$ cat src/rtl/mul_div_sequencer.sv
// Multi-cycle unsigned 32x32 MULTU/DIVU sequencer that borrows the shared ALU for one add/sub per clock.
// Latency DATA_W+1 cycles from start to done (1 for divide-by-zero); start is ignored while busy_o is high.
module mul_div_sequencer #(
  parameter int         DATA_W  = 32,
  parameter logic [3:0] ALU_ADD = 4'd2,
  parameter logic [3:0] ALU_SUB = 4'd6,
  parameter logic [3:0] ALU_NOP = 4'd0
) (
  input  logic              clk_i,
  input  logic              rst_i,
  input  logic              start_i,
  input  logic              op_i,
  input  logic [DATA_W-1:0] src1_i,
  input  logic [DATA_W-1:0] src2_i,
  output logic [DATA_W-1:0] alu_src1_o,
  output logic [DATA_W-1:0] alu_src2_o,
  output logic [3:0]        alu_ctrl_o,
  input  logic [DATA_W-1:0] alu_result_i,
  output logic              busy_o,
  output logic              done_o,
  output logic [DATA_W-1:0] hi_o,
  output logic [DATA_W-1:0] lo_o
);

  localparam int CNT_W = (DATA_W > 2) ? $clog2(DATA_W) : 1;
  localparam logic [CNT_W-1:0] CNT_LAST = CNT_W'(DATA_W - 1);

  typedef enum logic [1:0] {
    IDLE = 2'd0,
    CALC = 2'd1,
    DONE = 2'd2
  } state_t;

  state_t            state, state_nxt;
  logic              op_q, op_nxt;
  logic [DATA_W-1:0] opnd_q, opnd_nxt;
  logic [DATA_W-1:0] hi_q, hi_nxt;
  logic [DATA_W-1:0] lo_q, lo_nxt;
  logic [CNT_W-1:0]  cnt_q, cnt_nxt;
  logic [DATA_W-1:0] sum;
  logic [DATA_W-1:0] sh;
  logic              carry;

  always_ff @(posedge clk_i) begin
    if (rst_i) begin
      state  <= IDLE;
      op_q   <= 1'b0;
      opnd_q <= '0;
      hi_q   <= '0;
      lo_q   <= '0;
      cnt_q  <= '0;
    end else begin
      state  <= state_nxt;
      op_q   <= op_nxt;
      opnd_q <= opnd_nxt;
      hi_q   <= hi_nxt;
      lo_q   <= lo_nxt;
      cnt_q  <= cnt_nxt;
    end
  end

  always_comb begin
    state_nxt  = state;
    op_nxt     = op_q;
    opnd_nxt   = opnd_q;
    hi_nxt     = hi_q;
    lo_nxt     = lo_q;
    cnt_nxt    = cnt_q;
    sum        = '0;
    sh         = '0;
    carry      = 1'b0;
    alu_src1_o = '0;
    alu_src2_o = '0;
    alu_ctrl_o = ALU_NOP;

    case (state)
      IDLE: begin
        if (start_i) begin
          op_nxt  = op_i;
          cnt_nxt = '0;
          if (op_i && (src2_i == '0)) begin
            hi_nxt    = src1_i;
            lo_nxt    = '1;
            state_nxt = DONE;
          end else begin
            // opnd holds the multiplicand for MULTU, the divisor for DIVU
            opnd_nxt  = op_i ? src2_i : src1_i;
            hi_nxt    = '0;
            lo_nxt    = op_i ? src1_i : src2_i;
            state_nxt = CALC;
          end
        end
      end

      CALC: begin
        cnt_nxt = cnt_q + 1'b1;
        if (!op_q) begin
          alu_src1_o = hi_q;
          alu_src2_o = opnd_q;
          alu_ctrl_o = ALU_ADD;
          if (lo_q[0]) begin
            sum   = alu_result_i;
            carry = (alu_result_i < hi_q);
          end else begin
            sum   = hi_q;
            carry = 1'b0;
          end
          {hi_nxt, lo_nxt} = {carry, sum, lo_q[DATA_W-1:1]};
        end else begin
          sh         = {hi_q[DATA_W-2:0], lo_q[DATA_W-1]};
          alu_src1_o = sh;
          alu_src2_o = opnd_q;
          alu_ctrl_o = ALU_SUB;
          // a set msb means the shifted remainder is 33 bits wide and always covers the divisor
          if (hi_q[DATA_W-1] || (sh >= opnd_q)) begin
            hi_nxt = alu_result_i;
            lo_nxt = {lo_q[DATA_W-2:0], 1'b1};
          end else begin
            hi_nxt = sh;
            lo_nxt = {lo_q[DATA_W-2:0], 1'b0};
          end
        end
        if (cnt_q == CNT_LAST) begin
          state_nxt = DONE;
        end
      end

      DONE: begin
        state_nxt = IDLE;
      end

      default: begin
        state_nxt = IDLE;
      end
    endcase
  end

  assign busy_o = (state != IDLE);
  assign done_o = (state == DONE);
  assign hi_o   = hi_q;
  assign lo_o   = lo_q;

endmodule

$ cat config.mk
export PLATFORM = sky130hd
export DESIGN_NAME = mul_div_sequencer
export DESIGN_NICKNAME = d
export VERILOG_FILES = /design/src/rtl/mul_div_sequencer.sv
export SDC_FILE = /design/constraint.sdc
export NUM_CORES = 1
export LEC_CHECK = 0
export ABC_AREA = 1
export ABC_CLOCK_PERIOD_IN_PS = 1850
export CAP_MARGIN = 20
export CELL_PAD_IN_SITES_DETAIL_PLACEMENT = 0
export CELL_PAD_IN_SITES_GLOBAL_PLACEMENT = 2
export CORE_UTILIZATION = 24
export DETAILED_ROUTE_END_ITERATION = 10
export PLACE_DENSITY_LB_ADDON = 0.1
export SETUP_SLACK_MARGIN = 0.5
export SYNTH_ARGS = -nofsm -noshare
export SYNTH_HDL_FRONTEND = slang
export SYNTH_SLANG_ARGS = --single-unit
$ cat constraint.sdc
create_clock -name clk_i -period 1.85 [get_ports clk_i]
set_input_delay 0.37 -clock clk_i [delete_from_list [all_inputs] [get_ports clk_i]]
set_output_delay 0.37 -clock clk_i [all_outputs]
set_load 0.1 [all_outputs]
==> metrics.md <==
| Metric | Value |
|---|---|
| Status | `finished, violations left` |
| Failing checks | `negative setup slack` |
| Die Wd | `199.0 um` |
| Clk sink count | `104` |
| Diode count | `0` |
| Vias in the first global route | `11240` |
| Synth Instances | `1473` |
| Clk Tree Root Cell | `clkbuf_16` |
| Number of synthesized register bits | `104` |
| Post-route ant nets | `0` |
| Cell area power density | `689.7 nW/um2` |
| Most frequent cells in the layout | `nand2_1 (223), buf_4 (204), o21ai_0 (168)` |
| Tot GR Track Use | `0.2264` |
| Minimum period implied by the final worst setup slack | `2.081 ns` |
| Critical path peak fanout | `17` |
| Ys Warns | `0` |
| Period utilization | `1.125` |
| Min-Delay Path Class | `flip-flop to flip-flop` |
| Layout cells sized above 1 | `0.5227` |
| Post-Layout Cell Count | `2451` |
| Maximum clock path buffer count | `2` |
| Layout Nets | `2100` |
| Routed vias | `11690` |
| WL final | `47630 um` |
| Distinct cells, synth | `42` |
| VDD IR max | `0.0004840 V` |
| Worst slew margin | `0.5398` |
| Post-DR wirelength/cell | `19.43 um` |
| # Max-Cap Violations | `0` |
| Syn-to-layout area delta | `108.1%` |
| GPL Wtd Cong | `0.8093` |
| GRT overflow | `0` |
| First-pass GRT wire length | `68000 um` |
| Detailed Route Iter0 Violations | `562` |
| Post-DP Area | `16370 um2` |
| P_leak | `7.856 nW` |
| CP Launch Type | `flip-flop` |
| Mapped Area | `9310 um2` |
| Clk slew on worst S/H paths | `0.08 ns` |
| CP endpoint kind | `output pin` |
| Final setup viols | `99` |
| Fmax | `0.4805 GHz` |
| Antenna violations before repair | `0` |
| Core ar. | `37930 um2` |
| Finished Cell Area | `19380 um2` |
| PortBufs | `231` |
| TritonCTS clock tree | `yes` |
| Htree depth | `3` |
| Share of the yosys chip area belonging to registers | `0.2236` |
| Largest net degree at the start of global routing | `66` |
| Vias/cell | `4.769` |
| DP Wirelength | `33210 um` |
| Worst skew pair latency | `0.37 ns` |
| Die height | `199.0 um` |
| # IOs | `234` |
| Critical path required time | `1.48 ns` |
| Crit path kind | `flip-flop to output pin` |
| Placed cells | `2339` |
| Initial Util | `0.2454` |
| Count of pins over their slew limit | `0` |
| Worst-margin pin slew | `0.6903 ns` |
| Post-route DRC | `0` |
| Num CTS Buffers | `9` |
| Setup_tns | `-18.31 ns` |
| Row count | `71` |
| Worst setup margin | `-0.2314 ns` |
| Mean post-synth cell area | `6.321 um2` |
| Commonest non-fill, non-tap cell in the layout | `nand2_1` |
| DR pass1 iterations | `5` |
| Die area | `39580 um2` |
| CP Data Arrival Time | `1.71 ns` |
| Setup Skew | `0.01332 ns` |
| Hold Buf Count CTS | `0` |
| Final hold violations | `0` |
| RSZ-0062 raised after global routing | `true` |
## through the flow
stage                 util  hold WS (ns)  total power (W)  setup slack (ns)
finish              0.5108        0.4681          0.01336           -0.2314
detailed placement  0.4316        0.4616         0.009895           -0.6369
global placement    0.4316        0.4505         0.009866           -0.6193
floorplan                -        0.4452         0.007272           -0.1518
global route        0.5108        0.4844          0.01399           -0.3148
CTS                 0.4754        0.4729          0.01267           -0.2177
## worst paths after layout
path	cells after the start	startpoint	to	slack, ns
setup reg to reg	14	opnd_q[11]	hi_o[22]	-0.22
hold / removal	2	cnt_q[4]	cnt_q[4]	0.47
hold reg to reg	2	cnt_q[4]	cnt_q[4]	0.47
setup / recovery	7	state[0]	alu_src2_o[14]	-0.23
## per-layer routing
metal / part of all wire / GRT usage / routed length (um) / vias to the layer above
met5: 0 / 0 / 0 / -
met3: 0.038 / 0.02526 / 1806 / 34
met2: 0.46 / 0.3585 / 22080 / 242
met4: 0.014 / 0.04046 / 651 / 0
met1: 0.48 / 0.3290 / 23090 / 5528
li1: - / - / - / 5886
## sequential cells by signal, indices dropped and copies added, names as in the netlist
signal  cells
opnd_q     32
op_q        1
hi_o       32
cnt_q       5
lo_o       32
state       2
## critical path: stages (launching register included)
cell	delay, ns
dfxtp_2	0.35
inv_2	0.05
nor2_4	0.13
buf_6	0.16
clkinv_8	0.09
buf_16	0.19
nor2_4	0.16
buf_12	0.19
## cell usage after synthesis
library cell  instances  area, um2
inv_1               154      578.1
o2111ai_1             1      8.760
buf_2                17      85.08
o211ai_1              1      7.510
a211oi_1              2      15.01
nor3_1                8      40.04
a211o_1               1      8.760
nor2_8                1      20.02
nand3_2              29      290.3
nand4_2               1      12.51
a31oi_1              31      193.9
a21oi_1             141      705.7
nand2_4              30      337.8
nor2_1              105      394.1
buf_4                 6      45.04
buf_12                3      60.06
nor2_2                2      12.51
a221oi_1              1      8.760
a21oi_2              29      254.0
o21bai_2              1      11.26
nand4_1              10      62.56
a21o_1                1      7.510
o21ai_0             257       1286
conb_1                1      3.750
a22oi_1               1      7.510
ha_1                 65      813.3
o21ai_1              32      160.2
inv_2                 3      11.26
nand2_8               1      20.02
dfxtp_1             104       2082
o21a_1                3      22.52
buf_6                 2      22.52
clkbuf_1             78      292.8
nand3_1              42      210.2
or2_2                 1      6.260
buf_1                 5      18.77
a21oi_4               1      16.27
clkinv_1              1      3.750
nand3b_4              1      20.02
nand2_2               1      6.260
nand2_1             289       1085
nor4_1               10      62.56
## cell families after synthesis
kind of cell | count (synthesis) | share of synthesized area
AO/OA/AOI/OAI | 503 | 0.2915
adder cells (fa/ha/maj) | 65 | 0.08735
buffers and inverters | 269 | 0.1200
flip-flops | 104 | 0.2236
other | 1 | 0.0004028
AND/OR/NAND/NOR | 531 | 0.2771
## timing repair
item,4_1_cts,5_1_grt
gates resized for setup,262,269
gates cloned,14,18
endpoints found under the setup margin,208,210
setup buffers,52,12
endpoints found under the hold margin,0,0
pin swaps,52,78
## layout make-up
cell class | instances | area, um2
well taps | 511 | 639.4
inverters | 158 | 623.1
repair buffers | 561 | 7320
flip-flops and latches | 104 | 2275
multi-input cells | 1101 | 8214
clock inverters | 6 | 67.56
fillers | 3629 | 18560
clock buffers | 10 | 239.0
## report_power, final
group          total, W  switching, W  internal [W]
sequential      0.00274      0.000262       0.00248
clock           0.00210       0.00100       0.00109
combinational   0.00853       0.00499       0.00354
Note: power is estimated with default switching activity, not from simulation.
